## src/rtl/uart_axis_cmd_pkg.sv

```systemverilog
// Shared types and constants for the UART AXI-Stream command front end.
package uart_axis_cmd_pkg;

    typedef logic [7:0] byte_t;

    typedef enum logic [1:0] {
        COLLECT = 2'd0,
        ECHO    = 2'd1,
        ACK     = 2'd2
    } state_e;

    localparam byte_t ACK_BYTE = 8'h06;
    localparam byte_t NAK_BYTE = 8'h15;

endpackage

```

## src/rtl/uart_axis_cmd_decode.sv

```systemverilog
// Combinational command decoder: compares a packed word against the on/off
// base ranges and the all-off word. Priority is on > off > all-off.
module uart_axis_cmd_decode #(
    parameter int          WW       = 32,
    parameter int          CH       = 5,
    parameter logic [63:0] ON_BASE  = 64'h00B835F2,
    parameter logic [63:0] OFF_BASE = 64'hC0C0FFEE,
    parameter logic [63:0] ALL_OFF  = 64'hDEADBEEF
) (
    input  logic [WW-1:0] i_word,
    output logic [CH-1:0] o_set,
    output logic [CH-1:0] o_clr,
    output logic          o_match
);

    // Bases are truncated to the word width so that base+k wraps modulo 2^WW.
    localparam logic [WW-1:0] ON_W  = ON_BASE[WW-1:0];
    localparam logic [WW-1:0] OFF_W = OFF_BASE[WW-1:0];
    localparam logic [WW-1:0] ALL_W = ALL_OFF[WW-1:0];

    logic [CH-1:0] w_on;
    logic [CH-1:0] w_off;

    // Per-channel hit vectors, then resolve priority into one set or clear mask.
    always_comb begin
        w_on    = '0;
        w_off   = '0;
        o_set   = '0;
        o_clr   = '0;
        o_match = 1'b0;
        for (int k = 0; k < CH; k++) begin
            w_on[k]  = (i_word == ON_W  + WW'(k));
            w_off[k] = (i_word == OFF_W + WW'(k));
        end
        if (|w_on) begin
            o_set   = w_on;
            o_match = 1'b1;
        end else if (|w_off) begin
            o_clr   = w_off;
            o_match = 1'b1;
        end else if (i_word == ALL_W) begin
            o_clr   = '1;
            o_match = 1'b1;
        end
    end

endmodule

```

## src/rtl/uart_axis_cmd.sv

```systemverilog
// UART byte-stream command front end: packs word_bytes_p bytes (first byte
// in the LSB lane), decodes LED set/clear commands, echoes the word back on
// an 8-bit AXI-Stream master and drops stale partial words after a timeout.
// Optional macro UART_AXIS_CMD_ACK_EN appends an ACK/NAK byte to each echo.
module uart_axis_cmd
    import uart_axis_cmd_pkg::*;
#(
    parameter int          word_bytes_p     = 4,
    parameter int          channels_p       = 5,
    parameter logic [63:0] on_base_p        = 64'h00B835F2,
    parameter logic [63:0] off_base_p       = 64'hC0C0FFEE,
    parameter logic [63:0] all_off_p        = 64'hDEADBEEF,
    parameter int          timeout_cycles_p = 100000
) (
    input  logic                  clk_i,
    input  logic                  reset_ni,
    input  logic [7:0]            s_axis_tdata_i,
    input  logic                  s_axis_tvalid_i,
    output logic                  s_axis_tready_o,
    output logic [7:0]            m_axis_tdata_o,
    output logic                  m_axis_tvalid_o,
    output logic                  m_axis_tlast_o,
    input  logic                  m_axis_tready_i,
    output logic [channels_p-1:0] led_o,
    output logic                  match_o,
    output logic                  drop_o
);

    localparam int             CW   = $clog2(word_bytes_p);
    localparam logic [CW-1:0]  LAST = CW'(word_bytes_p - 1);

    state_e                    r_state, w_state_nxt;
    byte_t [word_bytes_p-2:0]  r_buf;
    byte_t [word_bytes_p-1:0]  r_word;
    byte_t [word_bytes_p-1:0]  w_word;
    logic  [CW-1:0]            r_cnt;
    logic  [CW-1:0]            r_idx;
    logic  [31:0]              r_tmo;
    logic  [channels_p-1:0]    r_led;
    logic  [channels_p-1:0]    w_set;
    logic  [channels_p-1:0]    w_clr;
    logic                      r_match;
    logic                      r_drop;
    logic                      w_hit;
    logic                      w_s_hs;
    logic                      w_m_hs;
    logic                      w_tmo_fire;
`ifdef UART_AXIS_CMD_ACK_EN
    logic                      r_hit;
`endif

    assign w_s_hs = s_axis_tvalid_i & s_axis_tready_o;
    assign w_m_hs = m_axis_tvalid_o & m_axis_tready_i;

    // The last lane comes straight from the input so decode sees the whole
    // word on the accepting edge.
    assign w_word = {s_axis_tdata_i, r_buf};

    uart_axis_cmd_decode #(
        .WW       (8 * word_bytes_p),
        .CH       (channels_p),
        .ON_BASE  (on_base_p),
        .OFF_BASE (off_base_p),
        .ALL_OFF  (all_off_p)
    ) u_decode (
        .i_word  (w_word),
        .o_set   (w_set),
        .o_clr   (w_clr),
        .o_match (w_hit)
    );

    // Timeout fires on the idle cycle that would bring the counter to the limit.
    generate
        if (timeout_cycles_p > 0) begin : g_tmo
            assign w_tmo_fire = (r_state == COLLECT) && (r_cnt != '0) && !w_s_hs &&
                                (r_tmo == 32'(timeout_cycles_p - 1));
        end else begin : g_no_tmo
            assign w_tmo_fire = 1'b0;
        end
    endgenerate

    // State register.
    always_ff @(posedge clk_i) begin
        if (!reset_ni) r_state <= COLLECT;
        else           r_state <= w_state_nxt;
    end

    // Next state and stream handshake outputs.
    always_comb begin
        w_state_nxt     = r_state;
        s_axis_tready_o = 1'b0;
        m_axis_tvalid_o = 1'b0;
        m_axis_tdata_o  = '0;
        m_axis_tlast_o  = 1'b0;
        case (r_state)
            COLLECT: begin
                s_axis_tready_o = 1'b1;
                if (s_axis_tvalid_i && r_cnt == LAST) w_state_nxt = ECHO;
            end
            ECHO: begin
                m_axis_tvalid_o = 1'b1;
                m_axis_tdata_o  = r_word[r_idx];
`ifdef UART_AXIS_CMD_ACK_EN
                if (m_axis_tready_i && r_idx == LAST) w_state_nxt = ACK;
`else
                m_axis_tlast_o  = (r_idx == LAST);
                if (m_axis_tready_i && r_idx == LAST) w_state_nxt = COLLECT;
`endif
            end
`ifdef UART_AXIS_CMD_ACK_EN
            ACK: begin
                m_axis_tvalid_o = 1'b1;
                m_axis_tdata_o  = r_hit ? ACK_BYTE : NAK_BYTE;
                m_axis_tlast_o  = 1'b1;
                if (m_axis_tready_i) w_state_nxt = COLLECT;
            end
`endif
            default: w_state_nxt = COLLECT;
        endcase
    end

    // Byte packing, decode results, timeout counter and echo index.
    always_ff @(posedge clk_i) begin
        if (!reset_ni) begin
            r_buf   <= '0;
            r_word  <= '0;
            r_cnt   <= '0;
            r_idx   <= '0;
            r_tmo   <= '0;
            r_led   <= '0;
            r_match <= 1'b0;
            r_drop  <= 1'b0;
`ifdef UART_AXIS_CMD_ACK_EN
            r_hit   <= 1'b0;
`endif
        end else begin
            r_match <= 1'b0;
            r_drop  <= 1'b0;
            if (w_s_hs) begin
                r_tmo <= '0;
                if (r_cnt == LAST) begin
                    r_cnt   <= '0;
                    r_idx   <= '0;
                    r_word  <= w_word;
                    r_led   <= (r_led | w_set) & ~w_clr;
                    r_match <= w_hit;
`ifdef UART_AXIS_CMD_ACK_EN
                    r_hit   <= w_hit;
`endif
                end else begin
                    r_buf[r_cnt] <= s_axis_tdata_i;
                    r_cnt        <= r_cnt + 1'b1;
                end
            end else if (r_state == COLLECT && r_cnt != '0) begin
                if (w_tmo_fire) begin
                    r_cnt  <= '0;
                    r_tmo  <= '0;
                    r_drop <= 1'b1;
                end else begin
                    r_tmo  <= r_tmo + 1'b1;
                end
            end
            if (w_m_hs && r_state == ECHO) begin
                r_idx <= (r_idx == LAST) ? '0 : r_idx + 1'b1;
            end
        end
    end

    assign led_o   = r_led;
    assign match_o = r_match;
    assign drop_o  = r_drop;

endmodule

```

## config.mk

```make
export PLATFORM = sky130hd
export DESIGN_NAME = uart_axis_cmd
export DESIGN_NICKNAME = d
export VERILOG_FILES = /design/src/rtl/uart_axis_cmd_pkg.sv /design/src/rtl/uart_axis_cmd_decode.sv /design/src/rtl/uart_axis_cmd.sv
export SDC_FILE = /design/constraint.sdc
export NUM_CORES = 1
export LEC_CHECK = 0
export ABC_CLOCK_PERIOD_IN_PS = 4800
export BUFFER_PORTS_ARGS = -buffer_cell sky130_fd_sc_hd__buf_2
export CAP_MARGIN = 20
export CORE_MARGIN = 2
export CORE_UTILIZATION = 30
export CTS_BUF_LIST = sky130_fd_sc_hd__clkbuf_8
export DETAILED_ROUTE_END_ITERATION = 10
export SYNTH_ARGS = -nofsm -noshare
export SYNTH_HDL_FRONTEND = slang
export SYNTH_HIERARCHICAL = 1
export SYNTH_SLANG_ARGS = --single-unit
```

## constraint.sdc

```tcl
create_clock -name clk_i -period 4.8 [get_ports clk_i]
set_input_delay 0.72 -clock clk_i [delete_from_list [all_inputs] [get_ports clk_i]]
set_output_delay 0.72 -clock clk_i [all_outputs]
set_load 0.02 [all_outputs]
```

Word-level counts from Yosys, hierarchy flattened. Index checks and enable logic that the tools add are counted. W data, S select, Z words.

Output and inout bits: 18. Flip-flop bits (word level): 101. Logic and storage cells: 98. Input port bits: 12.

Muxes and demuxes: 29. Bitwise gates (word level): 8. Reductions and logical operators: 24. Add/sub/neg operators: 3. Magnitude comparators: 3. Equal/unequal tests: 17.

Operators with widths (number): $eq A32 B32 Y1 const B (6); $eq A32 B24 Y1 const B (5); $add A32 B1 Y32 const B (1); $eq A32 B17 Y1 const B (1); $mux W32 (1); $bwmux W24 (1); $mux W8 (3); $mux W2 (10); $mux W5 (4); $bmux W8 S2 (1); $demux W8 S2 (1); $reduce_and A2 Y1 (5); $reduce_bool A2 Y1 (5); $reduce_or A5 Y1 (2); $logic_and A1 B1 Y1 (7); $mux W1 (7); $lt A2 B3 Y1 const B (2); $and A5 B5 Y5 (1); $not A5 Y5 (1); $or A5 B5 Y5 (1); $add A2 B1 Y2 const B (2); $eq A2 B2 Y1 const B (2); $pmux W2 S2 (1); $not A1 Y1 (3); 10 further kinds (11).

Longest topological paths before layout. Gate-level depths: netlist of run 1.

Depth after elaboration: 9. Mapped depth: 9. Depth with buffers taken out: 7.

Modules after synthesis. The synthesis of run 1 kept the hierarchy.

Modules (own cells, without submodules): uart_axis_cmd (cells an instance 508, area an instance 4350.4 µm², times used 1, seq. area each 2001.9 µm²); uart_axis_cmd_decode (cells an instance 49, area an instance 345.3 µm², times used 1, seq. area each 0.0 µm²).

Worst setup path after synthesis of run 1. No wires, ideal clock.

Kind: flip-flop to output port. Start point: register r_idx[0]. End point: output m_axis_tdata_o[0]. Data required time: 4.080 ns. Buffers on the path: 1. Cell stages (with the launch flop): 4. Path slack: 2.519 ns. Data arrival time: 1.561 ns. Cells stage by stage: dfxtp_1 > clkbuf_1 > mux4_2 > and2_1.

Longest elaborated chain between the ends: 3.

RTL lines: from (decl) (RTL line uart_axis_cmd.sv:37) `logic [CW-1:0] r_idx;`; from (signal assigned) (RTL line uart_axis_cmd.sv:164) `r_idx <= (r_idx == LAST) ? '0 : r_idx + 1'b1;`; $bmux W8 S2 (RTL line uart_axis_cmd.sv:102) `m_axis_tdata_o = r_word[r_idx];`; $mux W8 (not written as such) (RTL line uart_axis_cmd.sv:102); $mux W8 (RTL line uart_axis_cmd.sv:95) `case (r_state)`; to (decl) (RTL line uart_axis_cmd.sv:20) `output logic [7:0] m_axis_tdata_o,`.

No other way between the ends. The select of a mux whose other input is x is not followed.

Final worst setup path of run 1.
Start point: register r_idx[0]. End point: output m_axis_tdata_o[6].

The elaborated chain is that of the path after synthesis.

==> results of run 1 <==
worst register-to-register path: cells and delay by family (launching register included):
family / cells / cell delay (ps)
DFF: 1 / 380
adders and majority gates: 1 / 270
and+or+nand+nor: 5 / 1450
buffers and inverters: 2 / 310
routing by layer:
| metal | vias up | global-route usage [%] | part of all wire [%] |
|---|---|---|---|
| met5 | - | 0 | 0 |
| met1 | 1768 | 17.3 | 48 |
| met4 | 0 | 4.35 | 1.9 |
| li1 | 1918 | - | - |
| met2 | 61 | 20.6 | 46 |
| met3 | 15 | 3.06 | 3.3 |
power by group:
group | leakage (nW) | total [mW] | switching, mW | internal (mW)
combinational | 0.806 | 0.0778 | 0.0484 | 0.0293
clock | 0.0958 | 0.512 | 0.283 | 0.229
sequential | 0.807 | 0.856 | 0.0156 | 0.841
state kept, by name, summed over array words and instances (netlist names):
name and flops:
r_word 32, drop_o 1, r_buf 24, r_tmo 32, led_o 5, match_o 1
r_idx 2, r_cnt 2, r_state 1
worst paths after layout:
check,start,end,slack [ps],depth (start not counted)
hold / removal,led_o[3],led_o[3],470,2
hold reg to reg,led_o[3],led_o[3],470,2
setup reg to reg,r_cnt[0],r_tmo[24],2290,8
setup / recovery,r_idx[0],m_axis_tdata_o[6],2000,3
area by class of cell:
cell class                 count  share of cell area, %
multi-input combinational    422                   48.3
sequential                   100                   38.4
tap                          211                   5.06
timing repair buffer          33                   4.12
clock buffer                  12                   3.16
inverter                       7                  0.503
clock inverter                 4                  0.455
cell usage in the layout (no fill, tap or decap), types with 3 or more instances in the layout:
cell type,instances
nand3_1,20
xnor2_1,7
buf_2,29
o21ai_0,5
or3_1,4
a21boi_0,58
nor3_1,9
nand2b_1,6
nor4_1,9
ha_1,6
and2_1,17
dfxtp_1,100
a21oi_1,7
nand2_1,147
inv_1,8
nor2_1,49
mux4_2,8
nand4_1,15
clkbuf_8,12
xor2_1,23
and3_1,3
nand4b_1,3
per-stage QoR:
step | cell area, um^2 | worst slack [ps] | std cells
2_1_floorplan | 4700 | 2520 | 557
3_3_place_gp | 4980 | 1930 | 771
5_1_grt | 5220 | 1860 | 789
4_1_cts | 5190 | 1760 | 788
6_report | 5220 | 2000 | 789
3_5_place_dp | 5000 | 1800 | 772
logic make-up (layout without fill, tap and decap cells):
| kind of cell | after synthesis | after routing | share of synthesized area [%] |
|---|---|---|---|
| fa+ha+maj | 6 | 6 | 1.60 |
| xor+xnor | 30 | 30 | 5.60 |
| simple gates | 300 | 300 | 30.6 |
| flops | 100 | 100 | 42.6 |
| compound gates | 78 | 78 | 12.2 |
| buf+inv | 35 | 56 | 3.62 |
| mux | 8 | 8 | 3.84 |
==> summary.txt, run 1 <==
Route
  – Routed wire per std cell: 13.2 um
  – DRC violations left: 0
  – Vias per Instance: 4.77
  – Router iterations before antenna repair: 4
  – Routed WL: 10,400 um
  – Vias: 3,762
  – Post-DRT Antenna Nets: 0
  – Number of DRC markers in iteration 0: 172

Synthesis
  – Post-synth top area cell: dfxtp_1
  – Top cell type's share of synthesized area: 42.6%
  – Register area share after synthesis: 42.6%
  – Syn nets: 575
  – Post-synth top cells: nand2_1, dfxtp_1, a21boi_0, nor2_1, xor2_1
  – Most used DFF post-synth: dfxtp_1
  – Number of flops mapped to enable cells by yosys: 0
  – Yosys reg bits: 100
  – Yosys cell types: 46
  – Yosys warns: 6
  – FFs w/ async S/R, synth: 0%
  – Synth area leaders: dfxtp_1, nand2_1, a21boi_0, xor2_1, nor2_1
  – Cells after Synth: 557
  – Cell Area, Synth: 4700 um^2
  – Syn_area_per_cell: 8.43 um^2
  – Cell with the most instances after synthesis: nand2_1

Setup path
  – Cell family with most CP delay: flip-flops
  – Crit Path Class: reg2out
  – Crit path max fanout: 11
  – Required time worst endpoint: 4080 ps
  – Crit-path max cell delay: 780 ps
  – Crit end category: output pin
  – Worst-path cell chain: mux4_2, and2_1, buf_2
  – Crit-path slowest cell: dfxtp_1
  – WP buf/inv: 1
  – Crit start category: flop
  – CP arrival: 2080 ps

Die
  – Die area: 16,700 um^2
  – Core area: 15,300 um^2
  – Row Count: 45
  – Die H: 129 um
  – Chip width: 129 um
  – Ports: 30
  – Starting Density: 30.8%

Clock tree
  – Cts bufs inserted: 9
  – Clock slew at reported path FFs: 90 ps
  – CTS resizes: 0
  – Root Buffer: clkbuf_8
  – CTS tree: yes
  – Clock tree buffer depth: 2
  – Clock latency on the worst-skew pair: 370 ps
  – Post-CTS setup buffer count: 0
  – Htree depth: 3
  – CTS Sinks: 100
  – Hold Buf Count CTS: 0

Finish
  – Area grow syn2layout: 11.2%
  – Footprint of the multi-input gates: 2520 um^2
  – Fillcell total: 1,597
  – Post-layout util: 34.2%
  – FF/Latch Area: 2000 um^2
  – ANT cells: 0
  – Share of post-route cells with drive strength above 1: 11.8%
  – NumNets Final: 591

Timing
  – Actual slew at the worst max-slew pin: 992 ps
  – Hold slack: 469 ps
  – Pins Over Slew Limit: 0
  – Min Tclk post-route: 2800 ps
  – Fmax: 0.357 GHz
  – Final setup violation count: 0
  – Fin crit share: 58.3%
  – Final Skew: 15.3 ps
  – Final-report hold violation count: 0
  – Unrepaired setup endpoints after global routing: false
  – Rel. slew slack: 33.4%
  – Final setup TNS: 0 ps

Run
  – Max_cap viols: 0

Place
  – Detailed Place HPWL: 7370 um
  – Final GP Congestion: 0.842
  – Quantity of I/O buffers inserted on ports: 29

GRT
  – First-pass GRT wire length: 17,500 um
  – Largest net degree at the start of global routing: 69
  – Initial antenna violation count: 0
  – GRT Total Usage: 12.9%
  – Vias in the first global route: 3,582
  – Total grt overflow: 0

Power
  – PwrDens: 277 nW/um^2
  – Pwr Total: 1.45 mW
  – P_leak: 1.71 nW
  – Max VDD drop: 0.000122 V

Worst hold path
  – Hold Crit Class: reg2reg

Run status
  – Status: completed
(Power assumes the default switching activity.)
==> inputs of run 2 (changes only) <==
--- a/config.mk
+++ b/config.mk
@@ -5,7 +5,7 @@
 export SDC_FILE = /design/constraint.sdc
 export NUM_CORES = 1
 export LEC_CHECK = 0
-export ABC_CLOCK_PERIOD_IN_PS = 4800
+export ABC_CLOCK_PERIOD_IN_PS = 2800
 export BUFFER_PORTS_ARGS = -buffer_cell sky130_fd_sc_hd__buf_2
 export CAP_MARGIN = 20
 export CORE_MARGIN = 2
==> constraint.sdc (replaced) <==
create_clock -name clk_i -period 2.8 [get_ports clk_i]
set_input_delay 0.42 -clock clk_i [delete_from_list [all_inputs] [get_ports clk_i]]
set_output_delay 0.42 -clock clk_i [all_outputs]
set_load 0.02 [all_outputs]
==> run 2 against run 1 <==
Compared with the run above:
- sequential share of layout area fell by 0.13 points
- hold slack got worse by 170 ps
- largest power group unchanged
- critical path depth unchanged
- critical endpoint unchanged
- sequential power grew 72%
- via count rose by 0.16%
- first-iteration DRC count rose by 1.2%
- worst setup slack got worse by 1600 ps
- highest routed layer unchanged
- non-clock buffer count is 5 higher
- critical path type unchanged
- routed wire length hardly changed
==> summary.txt, run 2 (synthesis results as in run 1) <==
Run status
  – Status: completed

Power
  – P_leak: 1.73 nW
  – Switching Share: 24.6%
  – Combinational power share: 5.2%
  – Net Sw Power: 0.623 mW
  – Max VDD drop: 0.000285 V
  – PwrDens: 483 nW/um^2
  – Internal power: 1.91 mW
  – Flop pwr share: 57.9%
  – Clock share of power: 36.8%

Clock tree
  – Clock slew at reported path FFs: 100 ps
  – Htree depth: 3
  – Hold Buf Count CTS: 0
  – Clock tree buffer depth: 2
  – Root Buffer: clkbuf_8
  – Cts bufs inserted: 9
  – CTS resizes: 0
  – Post-CTS setup buffer count: 0
  – CTS tree: yes
  – Clock latency on the worst-skew pair: 380 ps
  – CTS Sinks: 100

Die
  – Die H: 129 um
  – Chip width: 129 um
  – Row Count: 45
  – Die area: 16,700 um^2
  – Ports: 30
  – Starting Density: 30.8%
  – Core area: 15,300 um^2

Setup path
  – Crit-path max cell delay: 720 ps
  – Crit start category: flop
  – Crit path max fanout: 9
  – Crit Path Class: reg2out
  – R2R depth: 8
  – Register-to-Register Setup Slack: 400 ps
  – WP buf/inv: 1
  – R2R Path Start: r_cnt[0]
  – Required time worst endpoint: 2380 ps
  – Cell family with most CP delay: flip-flops
  – Crit-path slowest cell: dfxtp_1
  – Worst-path cell chain: mux4_2, and2_1, buf_2
  – CP arrival: 2020 ps
  – Crit end category: output pin
  – Worst path depth: 3
  – Critical path destination: m_axis_tdata_o[6]
  – Critical R2R Capture: r_tmo[16]
  – Critical Path Start: r_idx[0]

Finish
  – ANT cells: 0
  – Area grow syn2layout: 11.5%
  – Footprint of the multi-input gates: 2520 um^2
  – FF/Latch Area: 2000 um^2
  – Post-layout instance area: 5240 um^2
  – Largest regs: r_tmo (32), r_word (32), r_buf (24)
  – NumNets Final: 596
  – Commonest non-fill, non-tap cell in the layout: nand2_1
  – Post-layout util: 34.3%
  – Fillcell total: 1,592
  – Share of post-route cells with drive strength above 1: 12.5%
  – Most frequent cells in the layout: nand2_1, dfxtp_1, a21boi_0, nor2_1, buf_2

Route
  – Vias: 3,768
  – Router iterations before antenna repair: 4
  – Post-DRT Antenna Nets: 0
  – Number of DRC markers in iteration 0: 174
  – Routed WL: 10,400 um
  – Vias per Instance: 4.75
  – Routed wire per std cell: 13.1 um
  – DRC violations left: 0

Timing
  – Rel. slew slack: 59.9%
  – Unrepaired setup endpoints after global routing: false
  – Pins Over Slew Limit: 0
  – Final-report hold violation count: 0
  – Final Skew: 15.7 ps
  – Final setup violation count: 0
  – Fmax: 0.409 GHz
  – Min Tclk post-route: 2440 ps
  – Final setup TNS: 0 ps
  – Actual slew at the worst max-slew pin: 596 ps
  – Fin crit share: 87.3%

GRT
  – Initial antenna violation count: 0
  – Vias in the first global route: 3,659
  – First-pass GRT wire length: 17,600 um
  – GRT Total Usage: 13.0%
  – Largest net degree at the start of global routing: 66
  – Total grt overflow: 0

Place
  – Detailed Place HPWL: 7520 um
  – Final GP Congestion: 0.845
  – Quantity of I/O buffers inserted on ports: 29
  – Placed cell area: 5040 um^2

Worst hold path
  – Hold Startpoint: reset_ni
  – Hold Crit Class: in2reg

Run
  – Max_cap viols: 0
run 2: cell count changes in the layout (fill, tap and decap cells not counted), sizes merged:
cell / previous run / this run
clkbuf: 12 / 9
clkinv: 1 / 2
clkinvlp: 2 / 0
inv: 8 / 11
buf: 33 / 38
bufinv: 0 / 1
run 2: power groups by stage:
stage,clock [mW],combinational (mW),sequential [mW]
finish,0.933,0.132,1.47
global route,1.01,0.150,1.47
CTS,0.966,0.133,1.47
detailed placement,0,0.133,1.50
global placement,0,0.128,1.50
floorplan,0,0.0970,1.49
run 2: routing by layer:
layer | routed length (um) | vias to the layer above | share of wire [%] | global-route usage (%)
met1 | 4960 | 1773 | 48 | 16.0
met3 | 344 | 13 | 3.3 | 3.22
li1 | - | 1927 | - | -
met5 | 0 | - | 0 | 0
met2 | 4950 | 55 | 48 | 22.4
met4 | 150 | 0 | 1.4 | 4.35
run 2: cell type report:
cell class	instances	area share, %
clock buffers	9	2.37
clock inverters	7	1.39
inverters	7	0.502
multi-input cells	422	48.2
flip-flops and latches	100	38.2
well taps	211	5.04
repair buffers	38	4.30
run 2: worst min-delay path by stage:
stage               depth (start not counted)  slack [ps]         end
floorplan                                   2         440  r_word[16]
global placement                            2         450    led_o[3]
finish                                      2         290    r_cnt[0]
CTS                                         2         280    r_cnt[0]
global route                                2         280    r_cnt[0]
detailed placement                          2         450    led_o[2]
run 2: through the flow:
stage	cells	hold slack, ps	worst slack [ps]	power, mW
after floorplan	557	440	595	1.59
after global placement	778	448	490	1.63
after detailed placement	778	452	403	1.63
after CTS	794	282	290	2.57
after global routing	794	285	211	2.63
final	794	294	356	2.53
